==> config.mk <==
export PLATFORM = sky130hd
export DESIGN_NAME = xor2_arc_sequencer
export DESIGN_NICKNAME = d
export VERILOG_FILES = /design/src/rtl/xor2_arc_sequencer.sv
export SDC_FILE = /design/constraint.sdc
export NUM_CORES = 1
export LEC_CHECK = 0
export BUFFER_PORTS_ARGS = -buffer_cell sky130_fd_sc_hd__buf_2
export CORE_ASPECT_RATIO = 1.5
export CORE_MARGIN = 4
export CORE_UTILIZATION = 45
export DETAILED_ROUTE_END_ITERATION = 8
export PLACE_DENSITY = 0.7
export SYNTH_ARGS = -nofsm -noshare
export SYNTH_HDL_FRONTEND = slang
export SYNTH_SLANG_ARGS = --single-unit
==> constraint.sdc <==
create_clock -name CLK -period 3.2 [get_ports CLK]
set_clock_uncertainty 0.2 [all_clocks]
set_input_delay 0.64 -clock CLK [delete_from_list [all_inputs] [get_ports CLK]]
set_output_delay 0.64 -clock CLK [all_outputs]
set_load 0.05 [all_outputs]
==> src/rtl/xor2_arc_sequencer.sv <==
// Stimulus/check sequencer for an xor2 cell: walks all four conditional arcs,
// holds each vector SETTLE+1 cycles, samples Y and counts mismatches vs A^B.
module xor2_arc_sequencer #(
  parameter int SETTLE_W = 4,
  parameter int LOOPS_W  = 8,
  parameter int ERR_W    = 8
) (
  input  logic                CLK,
  input  logic                RN,
  input  logic                START,
  input  logic [SETTLE_W-1:0] SETTLE,
  input  logic [LOOPS_W-1:0]  LOOPS,
  input  logic                DUT_Y,
  output logic                DUT_A,
  output logic                DUT_B,
  output logic [1:0]          ARC,
  output logic                BUSY,
  output logic                DONE,
  output logic                PASS,
  output logic [ERR_W-1:0]    ERR_CNT
);

  localparam logic [1:0] IDLE  = 2'd0;
  localparam logic [1:0] INIT  = 2'd1;
  localparam logic [1:0] APPLY = 2'd2;
  localparam logic [1:0] FIN   = 2'd3;

  logic [1:0]          state;
  logic [SETTLE_W-1:0] settle_r, cnt;
  logic [LOOPS_W-1:0]  loops_r, loop;
  logic [2:0]          step;
  logic                mismatch;
  logic [ERR_W-1:0]    err_nxt;

  // {A,B} per step; pairs of steps toggle one input with the other held
  function automatic logic [1:0] vec(input logic [2:0] s);
    case (s)
      3'd0: vec = 2'b10;
      3'd1: vec = 2'b00;
      3'd2: vec = 2'b11;
      3'd3: vec = 2'b01;
      3'd4: vec = 2'b01;
      3'd5: vec = 2'b00;
      3'd6: vec = 2'b11;
      default: vec = 2'b10;
    endcase
  endfunction

  always_comb begin
    mismatch = DUT_Y != (^vec(step));
    err_nxt  = ERR_CNT;
    if (mismatch && ERR_CNT != '1) err_nxt = ERR_CNT + 1'b1;
  end

  assign BUSY = (state == INIT) || (state == APPLY);
  assign DONE = (state == FIN);
  assign ARC  = (state == APPLY) ? step[2:1] : 2'b00;

  always_ff @(posedge CLK or negedge RN) begin
    if (!RN) begin
      state    <= IDLE;
      settle_r <= '0;
      loops_r  <= '0;
      cnt      <= '0;
      loop     <= '0;
      step     <= '0;
      DUT_A    <= 1'b0;
      DUT_B    <= 1'b0;
      PASS     <= 1'b0;
      ERR_CNT  <= '0;
    end else begin
      case (state)
        IDLE: if (START) begin
          ERR_CNT <= '0;
          if (LOOPS != '0) begin
            settle_r <= SETTLE;
            loops_r  <= LOOPS;
            cnt      <= SETTLE;
            PASS     <= 1'b0;
            state    <= INIT;
          end else begin
            PASS  <= 1'b1;
            state <= FIN;
          end
        end
        INIT: begin
          if (cnt == '0) begin
            state          <= APPLY;
            step           <= 3'd0;
            loop           <= '0;
            cnt            <= settle_r;
            {DUT_A, DUT_B} <= vec(3'd0);
          end else begin
            cnt <= cnt - 1'b1;
          end
        end
        APPLY: begin
          if (cnt == '0) begin
            ERR_CNT <= err_nxt;
            if (step == 3'd7 && loop == loops_r - 1'b1) begin
              state          <= FIN;
              PASS           <= (err_nxt == '0);
              step           <= 3'd0;
              {DUT_A, DUT_B} <= 2'b00;
            end else begin
              step           <= step + 3'd1;
              cnt            <= settle_r;
              {DUT_A, DUT_B} <= vec(step + 3'd1);
              if (step == 3'd7) loop <= loop + 1'b1;
            end
          end else begin
            cnt <= cnt - 1'b1;
          end
        end
        default: state <= IDLE;
      endcase
    end
  end

endmodule

==> results of run 1 <==
## final cells by class
class / instances / area share
Clock buffer: 5 / 0.0227
Clock inverter: 3 / 0.0140
Inverter: 13 / 0.0161
Multi-Input combinational cell: 229 / 0.528
Sequential cell: 40 / 0.330
Tap cell: 72 / 0.0297
Timing Repair Buffer: 34 / 0.0594
## state kept, by name, indices dropped and copies added (netlist names)
name / count
loop: 8
DUT_A: 1
ERR_CNT: 8
DUT_B: 1
settle_r: 4
PASS: 1
state: 2
loops_r: 8
step: 3
cnt: 4
## cell families after synthesis
kind of cell	count (synthesis)
muxes	16
xor gates and xnor gates	13
DFF	40
AOI/OAI and AO/OA	74
and+or+nand+nor	115
buffers and inverters	28
adders and majority gates	11
## worst min-delay path by stage
| stage | startpoint | end | cells after the start |
|---|---|---|---|
| floorplan | RN | DUT_A | 0 |
| global placement | DUT_B | DUT_B | 2 |
| detailed placement | settle_r[2] | settle_r[2] | 2 |
| CTS | RN | cnt[2] | 1 |
| global route | settle_r[0] | settle_r[0] | 1 |
| finish | RN | ERR_CNT[1] | 1 |
## where the power goes
group          switching, uW  internal (uW)
registers                156            657
logic                    842            568
clock network            179            231
## per-stage QoR
| stage | instance area [um^2] | instances | util | power (uW) | hold WS [ns] |
|---|---|---|---|---|---|
| 5_1_grt | 3030 | 396 | 0.521 | 2870 | 0.319 |
| 3_5_place_dp | 2920 | 388 | 0.502 | 2240 | 0.279 |
| 2_1_floorplan | 2710 | 297 | - | 1920 | 0.144 |
| 3_3_place_gp | 2920 | 388 | 0.502 | 2210 | 0.266 |
| 4_1_cts | 3030 | 396 | 0.521 | 2660 | 0.298 |
| 6_report | 3030 | 396 | 0.521 | 2630 | 0.276 |
## metal layers
metal / share of wire / up-vias
met1: 0.45 / 1056
met2: 0.49 / 42
met3: 0.037 / 8
li1: - / 1138
met4: 0.017 / 0
met5: 0 / -
## cell usage after synthesis (3+ instances only)
cell      count
nand2b_1      5
and2_1        3
a31o_1        3
o21ai_0      17
o31ai_1       7
clkbuf_1     12
nand2_1      37
nor3_1        6
ha_1         11
xor2_1        3
nor2_1       14
nor2b_1       9
nand4_1       5
o221ai_1      3
nand3_1      11
and3_1        5
nand3b_1      4
o211ai_1      7
o21ai_1       3
xnor2_1       8
dfrtp_1      40
mux2_1        3
mux2_2       12
a21oi_1       6
inv_1        12
a31oi_1       7
a211oi_1      3
==> results.json, run 1 <==
{
  "syn_nets": 324,
  "synth_top_cell_by_area": "dfrtp_1",
  "finalNetCount": 350,
  "synthDistinctLibCells": 57,
  "max-slew-margin-rel": 0.390,
  "worst-setup-path-type": "reg2reg",
  "setup_ws_ns": 0.427,
  "crit_path_max_incr_delay_ns": 0.47,
  "layout_worst_path_cycle_share": 0.867,
  "slew_violations": 0,
  "layout_common_cells": "40 x dfrtp_1, 37 x nand2_1, 30 x buf_2",
  "synth_compound_area_frac": 0.195,
  "cp-endpoint": "state[1]",
  "post-cts-setup-buffer-count": 0,
  "cp.buffers_inverters": 0,
  "drc": 0,
  "pre_cts_slack_ns": 0.425,
  "h-tree-depth": 2,
  "cp.required_ns": 3.17,
  "maxCapViolations": 0,
  "dp_hpwl_mm": 4.25,
  "use_met3": 0.0322,
  "place_congestion": 0.822,
  "leakage_uw": 0.00135,
  "rsz0062_at_grt": "false",
  "firstDrtPassIters": 4,
  "hp-class": "in2async",
  "r2r_slack_ns": 0.43,
  "synth_edf_count": 0,
  "synth_mux_area_frac": 0.0660,
  "antenna_found_initial": 0,
  "io_pins": 31,
  "synth_seq_cells": 40,
  "synthAdderAreaFrac": 0.0508,
  "start_util": 0.465,
  "syn_area_per_cell_um2": 9.13,
  "grt_util_met2": 0.287,
  "setup_violations": 0,
  "syn-instance-count": 297,
  "postCtsHoldBufs": 0,
  "crit_path_max_fanout": 14,
  "ant_nets": 0,
  "viasPerCell": 5.67,
  "synth_top_family_by_area": "simple AND/OR/NAND/NOR gates",
  "io_buffers": 30,
  "regArea_um2": 1000,
  "root_buffer": "clkbuf_8",
  "clk-insertion-delay-late_ns": 0.30,
  "power_density_nw_per_um2": 868,
  "crit_family": "compound AO/OA/AOI/OAI gates",
  "status": "finished, final reports clean",
  "fill_cells": 539,
  "grt_pass1_wl_mm": 9.89,
  "grt_pass1_vias": 2117,
  "r2r_end": "state[1]",
  "synth_flop_cell": "dfrtp_1",
  "critPathArrivalTime_ns": 2.75,
  "grt_max_degree": 41,
  "wl_mm": 5.68,
  "cts_num_sinks": 40,
  "ctsResizeCount": 0,
  "ys_warn_count": 0,
  "synthArstFlopShare": 1.00,
  "ys_top_cells_by_area": "dfrtp_1 37%, nand2_1 5.1%, ha_1 5.1%",
  "multi_input_area_um2": 1600,
  "cts_buffer_depth": 2,
  "period_needed_ns": 2.77,
  "rr_startpoint": "step[1]",
  "cts_buffers": 5,
  "fmax_ghz": 0.361,
  "num_rows": 34,
  "synth-simple-area-share": 0.227,
  "yosysTopAreaCellShare": 0.369,
  "diodes": 0,
  "top_usage_layer": "met2",
  "syn-cell-area_um2": 2710,
  "crit_chain": "ha_1, ha_1, nand3_1, a211oi_2, nand4_4, a211oi_2, mux2_1",
  "dr.first_iter.drc_count": 114,
  "tightest_slew_ns": 0.915,
  "syn2layout_area_growth_pct": 11.9,
  "clk_pin_slew_ns": 0.09,
  "route.vias.total": 2244,
  "crit_path_start": "step[1]",
  "drive_gt1_frac": 0.194,
  "hold_violations": 0,
  "final_common_cell": "dfrtp_1",
  "core_um2": 5830,
  "slowest_stage": "dfrtp_1",
  "dieWidth_um": 71.4,
  "reg2reg_depth": 7,
  "wire_per_inst_um": 14.3,
  "overflow": 0,
  "setup_tns_ns": 0,
  "startpoint_type": "flip-flop",
  "crit_path_end_kind": "flip-flop",
  "gr-usage-met1": 0.207,
  "synthXorXnorAreaFrac": 0.0526,
  "cts_tree": "yes",
  "synth-seq-area-share": 0.369,
  "track_usage": 0.166,
  "dieArea_um2": 7360,
  "fp.dieH_um": 103,
  "cp.depth": 7,
  "vdd_ir_drop_max_uv": 629
}
Power figures use the tool's default switching activity.
==> run 2, diff against run 1 <==
--- a/config.mk
+++ b/config.mk
@@ -5,7 +5,7 @@
 export SDC_FILE = /design/constraint.sdc
 export NUM_CORES = 1
 export LEC_CHECK = 0
-export BUFFER_PORTS_ARGS = -buffer_cell sky130_fd_sc_hd__buf_2
+export BUFFER_PORTS_ARGS = -buffer_cell sky130_fd_sc_hd__clkbuf_2
 export CORE_ASPECT_RATIO = 1.5
 export CORE_MARGIN = 4
 export CORE_UTILIZATION = 45
==> results.json, run 2 (synthesis gave the netlist of run 1 again) <==
{
  "maxCapViolations": 0,
  "max-slew-margin-rel": 0.325,
  "power_density_nw_per_um2": 851,
  "holdCritStartpoint": "DUT_B",
  "cts_num_sinks": 40,
  "startpoint_type": "flip-flop",
  "cts_buffers": 5,
  "pre_cts_slack_ns": 0.421,
  "clk-insertion-delay-late_ns": 0.30,
  "gr-usage-met1": 0.207,
  "viasPerCell": 5.81,
  "io_pins": 31,
  "wl_mm": 5.72,
  "reg2reg_depth": 7,
  "dieArea_um2": 7360,
  "cts_buffer_depth": 2,
  "layout_worst_path_cycle_share": 0.877,
  "slowest_stage": "dfrtp_1",
  "grt_pass1_vias": 2169,
  "ctsResizeCount": 0,
  "status": "finished, final reports clean",
  "overflow": 0,
  "slew_violations": 0,
  "antenna_found_initial": 0,
  "fp.dieH_um": 103,
  "crit_path_max_incr_delay_ns": 0.46,
  "top_usage_layer": "met2",
  "drc": 0,
  "diodes": 0,
  "period_needed_ns": 2.81,
  "multi_input_area_um2": 1600,
  "final_cell_count_no_fill": 396,
  "hold_violations": 0,
  "firstDrtPassIters": 4,
  "dp_cells": 388,
  "vdd_ir_drop_max_uv": 742,
  "r2r_end": "state[1]",
  "core_um2": 5830,
  "hold_end": "DUT_B",
  "use_met3": 0.0273,
  "layout_common_cells": "40 x dfrtp_1, 37 x nand2_1, 30 x clkbuf_2",
  "cts_tree": "yes",
  "setup_ws_ns": 0.394,
  "postCtsHoldBufs": 0,
  "min_path_cells": 2,
  "syn2layout_area_growth_pct": 11.2,
  "grt_pass1_wl_mm": 9.89,
  "clk_pin_slew_ns": 0.09,
  "rr_startpoint": "step[1]",
  "crit_chain": "ha_1, ha_1, nand3_1, a211oi_2, nand4_4, a211oi_2, mux2_1",
  "critPathArrivalTime_ns": 2.78,
  "root_buffer": "clkbuf_8",
  "reg_top3": "ERR_CNT: 8 flops, loop: 8 flops, loops_r: 8 flops",
  "start_util": 0.465,
  "post-cts-setup-buffer-count": 0,
  "dr.first_iter.drc_count": 106,
  "io_buffers": 30,
  "h-tree-depth": 2,
  "drive_gt1_frac": 0.194,
  "wire_per_inst_um": 14.4,
  "rsz0062_at_grt": "false",
  "dp_hpwl_mm": 4.26,
  "worst-setup-path-type": "reg2reg",
  "fmax_ghz": 0.356,
  "cp.required_ns": 3.18,
  "r2r_slack_ns": 0.39,
  "num_rows": 34,
  "final_common_cell": "dfrtp_1",
  "crit_path_start": "step[1]",
  "crit_path_max_fanout": 14,
  "finalNetCount": 350,
  "grt_util_met2": 0.288,
  "route.vias.total": 2301,
  "track_usage": 0.166,
  "leakage_uw": 0.00134,
  "tightest_slew_ns": 1.01,
  "regArea_um2": 1000,
  "place_congestion": 0.824,
  "crit_path_end_kind": "flip-flop",
  "setup_violations": 0,
  "setup_tns_ns": 0,
  "hp-class": "reg2reg",
  "fill_cells": 553,
  "ant_nets": 0,
  "grt_max_degree": 41,
  "dieWidth_um": 71.4
}
==> run 2: cell count changes in the layout (fill, tap and decap cells not counted), sizes merged <==
cell / change
clkbuf: +31
buf: -30
bufinv: -1
clkinv: +1
clkinvlp: -1
==> run 2: final cells by class <==
type,instances,area share
timing repair buffer,34,0.0598
sequential,40,0.332
clock buffer,6,0.0274
tap,72,0.0299
inverter,13,0.0162
multi-input combinational,229,0.532
clock inverter,2,0.00332
==> run 2: how the worst max path moves through the flow <==
| stage | to | slack (ns) | cells past startpoint |
|---|---|---|---|
| floorplan | PASS | 0.58 | 9 |
| global placement | state[1] | 0.43 | 7 |
| detailed placement | state[1] | 0.42 | 7 |
| CTS | state[1] | 0.39 | 7 |
| global route | state[1] | 0.14 | 7 |
| finish | state[1] | 0.39 | 7 |
==> run 2: stage by stage <==
step	util	instance area, um^2	hold WS, ns	power, uW
2_1_floorplan	-	2710	0.144	1920
3_3_place_gp	0.502	2920	0.273	2210
3_5_place_dp	0.502	2920	0.287	2230
4_1_cts	0.517	3020	0.305	2590
5_1_grt	0.517	3020	0.339	2780
6_report	0.517	3020	0.297	2570
==> run 2: metal layers <==
layer  part of all wire  up-vias
li1                   -     1145
met1               0.44     1114
met2               0.52       36
met3              0.031        6
met4              0.013        0
met5                  0        -
==> run 2: critical path, delay by kind of cell, from the launching register on <==
kind                     cells  cell delay (ns)
AO/OA/AOI/OAI                2             0.68
adder cells (fa/ha/maj)      2             0.56
flip-flops                   1             0.46
AND/OR/NAND/NOR              2             0.44
multiplexers                 1             0.34
==> run 2: power breakdown <==
part / internal, uW / leakage, uW / switching [uW]
sequential: 657 / 0.000515 / 158
clock: 172 / 0.0000510 / 176
combinational: 566 / 0.000774 / 837
total: 1390 / 0.00134 / 1170
